`config.mk`:
```
export PLATFORM = sky130hd
export DESIGN_NAME = riscv_multiciclo_control
export DESIGN_NICKNAME = d
export VERILOG_FILES = /design/src/rtl/riscv_multiciclo_control.sv
export SDC_FILE = /design/constraint.sdc
export NUM_CORES = 1
export LEC_CHECK = 0
export ABC_CLOCK_PERIOD_IN_PS = 1700
export CORE_MARGIN = 2
export CORE_UTILIZATION = 39
export CTS_BUF_LIST = sky130_fd_sc_hd__clkbuf_8 sky130_fd_sc_hd__clkbuf_16
export DETAILED_ROUTE_END_ITERATION = 6
export GPL_TIMING_DRIVEN = 0
export PLACE_DENSITY = 0.79
export SLEW_MARGIN = 20
export SYNTH_ARGS = -nofsm -noshare
export SYNTH_HDL_FRONTEND = slang
export SYNTH_SLANG_ARGS = --single-unit
```
`constraint.sdc`:
```
create_clock -name clk -period 1.7 [get_ports clk]
set_input_delay 0.34 -clock clk [delete_from_list [all_inputs] [get_ports clk]]
set_output_delay 0.34 -clock clk [all_outputs]
set_load 0.01 [all_outputs]
```
`src/rtl/riscv_multiciclo_control.sv`:
```
// ---------------------------------------------------------------------------
// riscv_multiciclo_control
//   Control unit for a multicycle RV32I datapath that shares one memory for
//   instructions and data.  A Moore FSM sequences each instruction.  The ALU
//   decoder and the immediate-format decoder complete the unit.  The PC/IR
//   load in FETCH and the memory stalls in FETCH/MEMREAD/MEMWRITE are gated
//   by the memory ready handshake.
//
// Ports
//   clk          rising-edge clock
//   rst_n        synchronous reset, active-low
//   opcode       instr[6:0] from IR
//   funct3       instr[14:12]
//   funct7b5     instr[30]
//   zero         ALU zero flag
//   mem_ready    memory finished its access this cycle
//   pc_write     PC load enable
//   adr_src      memory address select (0 PC, 1 ALUOut)
//   mem_write    memory write enable
//   ir_write     IR/OldPC load enable
//   reg_write    register file write enable
//   alu_src_a    ALU A select (00 PC, 01 OldPC, 10 rs1, 11 zero)
//   alu_src_b    ALU B select (00 rs2, 01 ImmExt, 10 const 4)
//   result_src   result select (00 ALUOut, 01 Data, 10 ALU result)
//   alu_control  ALU operation, 3-bit code zero-extended to ALUCTRL_W
//   imm_src      immediate format (000 I, 001 S, 010 B, 011 J, 100 U)
//   illegal      high while the FSM sits in TRAP
//   state_debug  current state encoding
// ---------------------------------------------------------------------------
module riscv_multiciclo_control #(
    parameter int ALUCTRL_W    = 3,
    parameter int IMMSRC_W     = 3,
    parameter int SUPPORT_JALR = 1,
    parameter int SUPPORT_BNE  = 1
) (
    input  logic                 clk,
    input  logic                 rst_n,
    input  logic [6:0]           opcode,
    input  logic [2:0]           funct3,
    input  logic                 funct7b5,
    input  logic                 zero,
    input  logic                 mem_ready,
    output logic                 pc_write,
    output logic                 adr_src,
    output logic                 mem_write,
    output logic                 ir_write,
    output logic                 reg_write,
    output logic [1:0]           alu_src_a,
    output logic [1:0]           alu_src_b,
    output logic [1:0]           result_src,
    output logic [ALUCTRL_W-1:0] alu_control,
    output logic [IMMSRC_W-1:0]  imm_src,
    output logic                 illegal,
    output logic [3:0]           state_debug
);

    typedef enum logic [3:0] {
        S_FETCH    = 4'd0,
        S_DECODE   = 4'd1,
        S_MEMADR   = 4'd2,
        S_MEMREAD  = 4'd3,
        S_MEMWB    = 4'd4,
        S_MEMWRITE = 4'd5,
        S_EXECR    = 4'd6,
        S_EXECI    = 4'd7,
        S_ALUWB    = 4'd8,
        S_BRANCH   = 4'd9,
        S_JAL      = 4'd10,
        S_JALR     = 4'd11,
        S_LINK     = 4'd12,
        S_LUI      = 4'd13,
        S_TRAP     = 4'd14
    } state_t;

    localparam logic [6:0] OP_LOAD   = 7'b0000011;
    localparam logic [6:0] OP_STORE  = 7'b0100011;
    localparam logic [6:0] OP_RTYPE  = 7'b0110011;
    localparam logic [6:0] OP_ITYPE  = 7'b0010011;
    localparam logic [6:0] OP_BRANCH = 7'b1100011;
    localparam logic [6:0] OP_JAL    = 7'b1101111;
    localparam logic [6:0] OP_JALR   = 7'b1100111;
    localparam logic [6:0] OP_LUI    = 7'b0110111;

    localparam logic [2:0] ALU_ADD = 3'b000;
    localparam logic [2:0] ALU_SUB = 3'b001;
    localparam logic [2:0] ALU_SLT = 3'b010;
    localparam logic [2:0] ALU_OR  = 3'b011;
    localparam logic [2:0] ALU_XOR = 3'b100;
    localparam logic [2:0] ALU_AND = 3'b101;
    localparam logic [2:0] ALU_SLL = 3'b110;
    localparam logic [2:0] ALU_SRL = 3'b111;

    localparam logic [2:0] IMM_I = 3'b000;
    localparam logic [2:0] IMM_S = 3'b001;
    localparam logic [2:0] IMM_B = 3'b010;
    localparam logic [2:0] IMM_J = 3'b011;
    localparam logic [2:0] IMM_U = 3'b100;

    // ALU operation from funct3.  funct7b5 selects SUB only for R-type
    // funct3 000, because in I-type it is part of the immediate.  SLTU
    // (011) has no ALU code and falls back to ADD.
    function automatic logic [2:0] alu_decode(input logic [2:0] f3,
                                              input logic       f7b5,
                                              input logic       is_rtype);
        case (f3)
            3'b000:  alu_decode = (is_rtype && f7b5) ? ALU_SUB : ALU_ADD;
            3'b001:  alu_decode = ALU_SLL;
            3'b010:  alu_decode = ALU_SLT;
            3'b100:  alu_decode = ALU_XOR;
            3'b101:  alu_decode = ALU_SRL;
            3'b110:  alu_decode = ALU_OR;
            3'b111:  alu_decode = ALU_AND;
            default: alu_decode = ALU_ADD;
        endcase
    endfunction

    state_t     state_r;
    state_t     next_s;
    logic       pc_write_s;
    logic       mem_write_s;
    logic       ir_write_s;
    logic       reg_write_s;
    logic       adr_src_s;
    logic [1:0] alu_src_a_s;
    logic [1:0] alu_src_b_s;
    logic [1:0] result_src_s;
    logic [2:0] alu_code_s;
    logic [2:0] imm_code_s;
    logic       bne_ok_s;
    logic       jalr_ok_s;

    assign bne_ok_s  = (SUPPORT_BNE != 0);
    assign jalr_ok_s = (SUPPORT_JALR != 0);

    // State register with synchronous active-low reset.
    always_ff @(posedge clk) begin
        if (!rst_n) begin
            state_r <= S_FETCH;
        end else begin
            state_r <= next_s;
        end
    end

    // Next-state and Moore control decode; the FETCH enables follow mem_ready.
    always_comb begin
        next_s       = state_r;
        pc_write_s   = 1'b0;
        mem_write_s  = 1'b0;
        ir_write_s   = 1'b0;
        reg_write_s  = 1'b0;
        adr_src_s    = 1'b0;
        alu_src_a_s  = 2'b00;
        alu_src_b_s  = 2'b00;
        result_src_s = 2'b00;
        alu_code_s   = ALU_ADD;
        case (state_r)
            S_FETCH: begin
                // PC+4 is computed and written back in the same cycle that
                // the instruction arrives.
                alu_src_b_s  = 2'b10;
                result_src_s = 2'b10;
                ir_write_s   = mem_ready;
                pc_write_s   = mem_ready;
                if (mem_ready) begin
                    next_s = S_DECODE;
                end else begin
                    next_s = S_FETCH;
                end
            end
            S_DECODE: begin
                // Precompute OldPC+imm so BRANCH/JAL find their target in ALUOut.
                alu_src_a_s = 2'b01;
                alu_src_b_s = 2'b01;
                case (opcode)
                    OP_LOAD, OP_STORE: next_s = S_MEMADR;
                    OP_RTYPE:          next_s = S_EXECR;
                    OP_ITYPE:          next_s = S_EXECI;
                    OP_BRANCH:         next_s = S_BRANCH;
                    OP_JAL:            next_s = S_JAL;
                    OP_JALR:           next_s = jalr_ok_s ? S_JALR : S_TRAP;
                    OP_LUI:            next_s = S_LUI;
                    default:           next_s = S_TRAP;
                endcase
            end
            S_MEMADR: begin
                alu_src_a_s = 2'b10;
                alu_src_b_s = 2'b01;
                // opcode[5] separates store (0100011) from load (0000011).
                if (opcode[5]) begin
                    next_s = S_MEMWRITE;
                end else begin
                    next_s = S_MEMREAD;
                end
            end
            S_MEMREAD: begin
                adr_src_s = 1'b1;
                if (mem_ready) begin
                    next_s = S_MEMWB;
                end else begin
                    next_s = S_MEMREAD;
                end
            end
            S_MEMWB: begin
                result_src_s = 2'b01;
                reg_write_s  = 1'b1;
                next_s       = S_FETCH;
            end
            S_MEMWRITE: begin
                // The write request is held until memory accepts it.
                adr_src_s   = 1'b1;
                mem_write_s = 1'b1;
                if (mem_ready) begin
                    next_s = S_FETCH;
                end else begin
                    next_s = S_MEMWRITE;
                end
            end
            S_EXECR: begin
                alu_src_a_s = 2'b10;
                alu_src_b_s = 2'b00;
                alu_code_s  = alu_decode(funct3, funct7b5, 1'b1);
                next_s      = S_ALUWB;
            end
            S_EXECI: begin
                alu_src_a_s = 2'b10;
                alu_src_b_s = 2'b01;
                alu_code_s  = alu_decode(funct3, funct7b5, 1'b0);
                next_s      = S_ALUWB;
            end
            S_ALUWB: begin
                result_src_s = 2'b00;
                reg_write_s  = 1'b1;
                next_s       = S_FETCH;
            end
            S_BRANCH: begin
                // rs1-rs2 drives the zero flag; the target comes from ALUOut.
                alu_src_a_s  = 2'b10;
                alu_src_b_s  = 2'b00;
                alu_code_s   = ALU_SUB;
                result_src_s = 2'b00;
                if (funct3 == 3'b000) begin
                    pc_write_s = zero;
                    next_s     = S_FETCH;
                end else if ((funct3 == 3'b001) && bne_ok_s) begin
                    pc_write_s = ~zero;
                    next_s     = S_FETCH;
                end else begin
                    pc_write_s = 1'b0;
                    next_s     = S_TRAP;
                end
            end
            S_JAL: begin
                // Jump to the target in ALUOut while computing OldPC+4 as the link.
                alu_src_a_s  = 2'b01;
                alu_src_b_s  = 2'b10;
                result_src_s = 2'b00;
                pc_write_s   = 1'b1;
                next_s       = S_ALUWB;
            end
            S_JALR: begin
                // rs1+imm goes straight from the ALU into the PC.
                alu_src_a_s  = 2'b10;
                alu_src_b_s  = 2'b01;
                result_src_s = 2'b10;
                pc_write_s   = 1'b1;
                next_s       = S_LINK;
            end
            S_LINK: begin
                alu_src_a_s = 2'b01;
                alu_src_b_s = 2'b10;
                next_s      = S_ALUWB;
            end
            S_LUI: begin
                // 0 + U-immediate.
                alu_src_a_s = 2'b11;
                alu_src_b_s = 2'b01;
                next_s      = S_ALUWB;
            end
            S_TRAP: begin
                next_s = S_TRAP;
            end
            default: begin
                next_s = S_TRAP;
            end
        endcase
    end

    // Immediate format straight from the opcode, independent of state.
    always_comb begin
        imm_code_s = IMM_I;
        case (opcode)
            OP_STORE:  imm_code_s = IMM_S;
            OP_BRANCH: imm_code_s = IMM_B;
            OP_JAL:    imm_code_s = IMM_J;
            OP_LUI:    imm_code_s = IMM_U;
            default:   imm_code_s = IMM_I;
        endcase
    end

    // Write-type enables are masked while reset is asserted.  An access cut
    // off by reset therefore cannot leave a write behind.
    assign pc_write    = pc_write_s  & rst_n;
    assign ir_write    = ir_write_s  & rst_n;
    assign reg_write   = reg_write_s & rst_n;
    assign mem_write   = mem_write_s & rst_n;
    assign adr_src     = adr_src_s;
    assign alu_src_a   = alu_src_a_s;
    assign alu_src_b   = alu_src_b_s;
    assign result_src  = result_src_s;
    assign alu_control = ALUCTRL_W'(alu_code_s);
    assign imm_src     = IMMSRC_W'(imm_code_s);
    assign illegal     = (state_r == S_TRAP);
    assign state_debug = state_r;

endmodule

```
==> flow_summary.yaml, run 1 <==
hold_path:
  timing.hold.worst.class: "input port to register"
clock_tree:
  clock_path_buffers: 2
  insertion_delay_ns: 0.21
  clock_buffers_created_by_tritoncts: 3
  cts_num_sinks: 4
  ctsRootBufferMaster: "clkbuf_8"
  cts_hold_buf: 0
  cts.htree.levels: 1
  clock_slew_seen_by_the_registers_of_the_worst_setup_and_hold_paths_ns: 0.03
  tritoncts: "yes"
global_routing:
  track_usage: 0.248
  grt_pass1_wl_um: 3960
  grt.overflow.total: 0
  first_global_vias: 952
  largest_net_degree_at_the_start_of_global_routing: 11
  number_of_antenna_violations_at_the_first_check_in_global_routing: 0
cells_and_area:
  largest_register_ff_count: 4
  register_area_um2: 87.6
  nNetsFinal: 182
  area.growth.synth_to_final_pct: 99.0
  final-instance-count-excl-fill: 190
  antenna_cells_inserted: 0
  multi_input_comb_area_um2: 723
  drive_above_1_share: 0.491
  fillerInstances: 104
routing:
  drt-wirelength-per-cell_um: 19.0
  drt-pass1-iter-count: 4
  route.final.wire_length_um: 3600
  viasPerCell: 5.90
  drt-initial-drc-count: 55
  routed_vias: 1121
  final_antenna_net_count: 0
  drcViolationCount: 0
critical_path:
  timing.critical_path.max_delay_family: "buffers and inverters"
  timing.critical_path.cells: "clkdlybuf4s15_1 -> nor2_4 -> buf_4 -> a31oi_2 -> o32ai_2 -> buf_2"
  cpPeakStageDelay_ns: 0.29
  cp_data_arrival_time_ns: 1.55
  timing.critical_path.fanout_max: 4
  crit_path_required_time_ns: 1.36
  critical_path.n_buffers_inverters: 3
  critPathLaunchType: "input port"
  slowest_stage_cell_on_the_critical_path: "clkdlybuf4s15_1"
  timing.critical_path.to_type: "output pin"
  path_class: "input port to output pin"
sta:
  worst-slew-pin-transition_ns: 0.379
  unrepaired_setup_endpoints_after_global_routing: "yes"
  clock-skew-final_ns: 0.00213
  fmax_ghz: 0.530
  post-route-period-util: 1.11
  setup_ws_ns: -0.187
  final_max_slew_viol_count: 0
  timing_hold_violations_final: 0
  finalCriticalPeriod_ns: 1.89
  slew_headroom: 0.748
  setup_violations: 6
synthesis:
  synth-edff-count: 0
  dominantRegCellSynth: "dfxtp_1"
  synth_seq_cells: 4
  synth_most_common_cell: "nor2_1"
  synth_area_leader_cell: "dfxtp_1"
  asyncSetResetFlopFracSynth: 0
  netlist_top_cells_area: "dfxtp_1 11%, nor2_1 6.8%, a21oi_1 6.3%"
  ys_types: 37
  netlist_area_um2: 721
  yosysSeqAreaShare: 0.111
  netlist_instances: 110
  avgSynthCellArea_um2: 6.55
  synth_top_cell_area_share: 0.111
  synthTopCellsByCount: "13 x nor2_1, 10 x nand2_1, 9 x a21oi_1"
  synth_nets: 125
  yosys_warnings: 0
floorplanning:
  die_height_um: 47.0
  floorplan.rows: 15
  top_level_ports: 37
  placeableCoreArea_um2: 1730
  die_area_um2: 2210
  die_w_um: 47.0
  initial_utilization: 0.417
placed_design:
  place_congestion: 0.853
  dp_slack_ns: -0.769
  dp_cells: 169
  hpwlAfterDp_um: 1710
  portBuffers: 34
pwr:
  power.density_nw_per_um2: 890
  ir_worst_vdd_uv: 861
  power.static_leakage_uw: 0.000645
status:
  violations: "negative setup slack"
  outcome: "finished, violations left"
flow_run:
  timing.max_cap.violations: 0
## worst reg2reg max path, cell delays in order, from the launching register on
cell	delay (ns)
dfxtp_2	0.31
buf_6	0.14
buf_4	0.14
nor2b_4	0.13
a311o_1	0.34
o21a_1	0.10
o31a_1	0.24
## cell families (layout without fill, tap and decap cells)
| kind of cell | count (synthesis) | in the layout | share of synthesized area |
|---|---|---|---|
| AO/OA/AOI/OAI | 30 | 30 | 0.273 |
| multiplexers | 5 | 5 | 0.0747 |
| AND/OR/NAND/NOR | 51 | 51 | 0.370 |
| XOR/XNOR | 4 | 4 | 0.0486 |
| adder cells (fa/ha/maj) | 1 | 1 | 0.0139 |
| flip-flops | 4 | 4 | 0.111 |
| buffers and inverters | 15 | 70 | 0.109 |
## timing repair
item                                    in CTS  in global routing
pin swaps                                    6                 10
gates cloned                                 0                  1
endpoints found under the hold margin        0                  0
setup buffers                                5                 13
resized for setup                          104                 36
endpoints found under the setup margin      18                 16
## where the power goes
part	switching (µW)	total (µW)	internal, µW	leakage, µW
Combinational	470	940	470	0.000589
Sequential	24.4	143	118	0.0000347
Clock	43.2	194	150	0.0000216
Total	537	1280	739	0.000645
## path summary, 6_finish.rpt
path | slack, ns | to | cells past startpoint | start
min | 0.61 | state_debug[0]$_SDFF_PN0_ | 4 | opcode[6]
max reg2reg | 0.19 | state_debug[2]$_SDFF_PN0_ | 6 | state_debug[0]$_SDFF_PN0_
max | -0.19 | alu_control[0] | 6 | funct3[2]
min reg2reg | 0.63 | state_debug[0]$_SDFF_PN0_ | 3 | state_debug[3]$_SDFF_PN0_
## per-stage QoR
step | hold slack [ns] | cell area (µm²) | setup TNS [ns] | power [µW] | utilization
2_1_floorplan | 0.458 | 721 | 0 | 508 | -
3_3_place_gp | 0.622 | 1090 | -7.38 | 761 | 0.633
3_5_place_dp | 0.618 | 1090 | -7.84 | 769 | 0.633
4_1_cts | 0.598 | 1230 | -0.220 | 1040 | 0.714
5_1_grt | 0.626 | 1430 | -0.738 | 1330 | 0.830
6_report | 0.606 | 1430 | -0.533 | 1280 | 0.830
## layout make-up
type	count	area share
Buffer	9	0.0707
Inverter	5	0.0131
Timing Repair Buffer	53	0.300
Tap cell	25	0.0218
Sequential cell	4	0.0611
Multi-Input combinational cell	91	0.504
Clock buffer	3	0.0288
## routing by layer
| metal | wire length, µm | track usage |
|---|---|---|
| met1 | 1440 | 0.324 |
| met4 | 69 | 0.106 |
| met2 | 1820 | 0.411 |
| met3 | 266 | 0.0308 |
| met5 | 0 | 0 |
## cell usage in the layout, fill, tap and decap left out, types with 3 or more instances in the layout
master	synthesis	final
o21a_1	4	4
o21ai_0	5	4
dfxtp_2	0	3
nand3_1	4	4
inv_1	5	4
nor3_2	0	4
nor2_1	13	9
nand2_1	10	7
buf_4	0	16
buf_2	6	13
buf_6	2	4
nor2_4	0	4
nand2b_1	6	4
buf_8	0	3
dlygate4sd2_1	0	6
clkdlybuf4s15_2	0	3
clkdlybuf4s50_1	0	5
clkbuf_8	0	4
a21oi_1	9	8
clkbuf_2	0	5
Note: power is estimated with default switching activity, not from simulation.
==> run 2, diff against run 1 <==
- CAP_MARGIN: not set -> 15
==> results of run 2 <==
Final layout, timing and power as in run 1 (identical DEF).
==> edit (config.mk and constraints of run 1) <==
Reset style: asynchronous (`rst_n`), changed in one clocked block. Comments in the files are not updated.
--- a/src/rtl/riscv_multiciclo_control.sv
+++ b/src/rtl/riscv_multiciclo_control.sv
@@ -134,5 +134,5 @@
 
     // State register with synchronous active-low reset.
-    always_ff @(posedge clk) begin
+    always_ff @(posedge clk or negedge rst_n) begin
         if (!rst_n) begin
             state_r <= S_FETCH;
Function: differs if rst_n is asserted again (counterexample within 4 cycles, from zero or initial values and one cycle with rst_n low); with rst_n held inactive, the same outputs for 10 cycles.
==> edit against run 1 <==
  * Routed wire length is 9.7% lower
  * Core utilization down 10 points
  * The flow still finishes with violations (setup timing)
  * First-iteration DRC count fell by 11%
  * Maximum frequency up 3.6%
  * Worst setup slack gained 66 ps
  * Sequential share of layout area rose by 1.1 points
  * Area after synthesis up 11%
  * Sequential cell count stayed put
  * Design area is 0.61% lower
  * Via count increased by 2.7%
  * Largest cell class unchanged
Power is left out: it rests on default switching activity, and per cell area and clock period it moved more than threefold.
==> edit: results (changes against run 1) <==
Status
  – Status: finished with violations (unchanged)
  – Failing checks: setup timing (unchanged)

Timing
  – Worst Hold Slack: 125.9 ps (was 605.9 ps)
  – Final WS setup: -121.1 ps (was -187.0 ps)
  – Slew headroom: 0.7783 (was 0.7476)
  – Clk_skew: 2.603 ps (was 2.126 ps)
  – Fin Setup TNS: -554.2 ps (was -533.1 ps)
  – Final-report setup violation count: 10 (was 6)

Synth
  – Post-synth net total: 129 (was 125)
  – Post-synth top cells: nand2_1, a21oi_1, nor2_1, nor3_1, nand2b_1 (was nor2_1, nand2_1, a21oi_1)
  – Top cells by area, synth: dfrtp_1, buf_6, nand2b_1, nand2_1, a21oi_1 (was dfxtp_1, nor2_1, a21oi_1, nand2_1, nand2b_1)
  – Predominant post-synthesis flop cell: dfrtp_1 (was dfxtp_1)
  – Synth warnings: 0 (unchanged)
  – Sequential-to-total area share from yosys stat: 0.1246 (was 0.1111)
  – Asr flop ratio synth: 1.000 (was 0)
  – Post-synthesis cell type count: 43 (was 37)

Worst setup path
  – CP max FO: 4 (unchanged)
  – Worst EP arrival: 1480 ps (was 1550 ps)

Place
  – Port Buf Inserts: 33 (was 34)
  – GPL Wtd Cong: 0.9257 (was 0.8531)
  – Detailed placer's ending HPWL: 1799 um (was 1714 um)

Layout
  – Fraction of layout cells with a size suffix above 1: 0.4969 (was 0.4909)
  – Max reg flops: 4 (unchanged)
  – Layout Nets: 180 (was 182)
  – Ant diodes: 0 (unchanged)
  – Fill cell count: 154 (was 104)

GRT
  – GRT Util Overall: 0.2474 (was 0.2484)
  – Vias in the first global route: 1,066 (was 952)
  – First-pass GRT wire length: 4767 um (was 3960 um)
  – Largest net degree at the start of global routing: 11 (unchanged)
  – Initial antenna violation count: 0 (unchanged)

Drt
  – Final wirelength: 3252 um (was 3603 um)
  – Detailed Route Iter0 Violations: 49 (was 55)
  – Post-route ant nets: 0 (unchanged)
  – DR vias/cell: 6.058 (was 5.900)
  – Drt first pass iters: 4 (unchanged)
  – # DRC: 0 (unchanged)

Clock tree
  – Clock slew at reported path FFs: 30 ps (about the same)
  – Worst-Skew Late Latency: 220 ps
  – Clock buffer depth: 2 (unchanged)
  – H-tree levels: 1 (unchanged)
  – CTS Root Cell: clkbuf_8 (unchanged)
  – Cts bufs inserted: 3 (unchanged)

Worst hold path
  – HP Class: in -> async (was in -> reg)
[edit: kinds of logic (layout without fill, tap and decap cells)]
group | after synthesis | in the layout | synth area share
AO/OA/AOI/OAI | 33 | 33 | 0.2866
XOR/XNOR | 6 | 6 | 0.06542
buffers and inverters | 13 | 62 | 0.1153
flip-flops | 4 | 4 | 0.1246
AND/OR/NAND/NOR | 58 | 58 | 0.4081
[edit: layout make-up]
class	instances	area, um2	area share
Buffer	10	117.6	0.08253
Clock buffer	3	41.29	0.02897
Inverter	3	11.26	0.007902
Multi-Input combinational cell	97	757.0	0.5312
Sequential cell	4	102.6	0.07199
Tap cell	27	33.78	0.02370
Timing Repair Buffer	46	361.6	0.2537
[edit: repair_timing]
action | in CTS | in global routing
resized for setup | 108 | 26
cloned | 1 | 0
pin swaps | 8 | 6
buffers inserted | 11 | 1
endpoints found under the setup margin | 18 | 17
hold endpoints to repair | 0 | 0
[edit: final timing paths]
| path | startpoint | end | slack [ps] | depth (start not counted) |
|---|---|---|---|---|
| setup / recovery | state_debug[2]$_DFF_PN0_ | alu_src_b[0] | -120 | 6 |
| hold / removal | rst_n | state_debug[3]$_DFF_PN0_ | 130 | 1 |
| setup reg to reg | state_debug[1]$_DFF_PN0_ | state_debug[0]$_DFF_PN0_ | 200 | 4 |
| hold reg to reg | state_debug[1]$_DFF_PN0_ | state_debug[3]$_DFF_PN0_ | 730 | 3 |
| max in group asynchronous | rst_n | state_debug[2]$_DFF_PN0_ | 1300 | 1 |
| min in group clk | opcode[3] | state_debug[1]$_DFF_PN0_ | 480 | 3 |
[edit: metrics by stage]
stage          worst slack, ps  utilization  cell area (um2)  instances
2_1_floorplan            110.2            -            803.3        114
3_3_place_gp            -579.0       0.5950             1167        174
3_5_place_dp            -625.0       0.5950             1167        174
4_1_cts                 -90.17       0.6907             1355        189
5_1_grt                 -164.7       0.7264             1425        190
6_report                -121.1       0.7264             1425        190
[edit: critical path, stage by stage, from the launching register on]
cell and delay (ps):
dfrtp_2 410, buf_4 160, buf_6 130, xnor2_4 120
xnor2_1 120, o32ai_1 130, buf_2 190
[edit: routing by layer]
metal  vias to the layer above  part of all wire  global-route usage
li1                        519                 -                   -
met4                         0             0.025              0.1111
met3                        12             0.092             0.04294
met1                       535              0.38              0.2870
met2                        85              0.51              0.4392
met5                         -                 0                   0
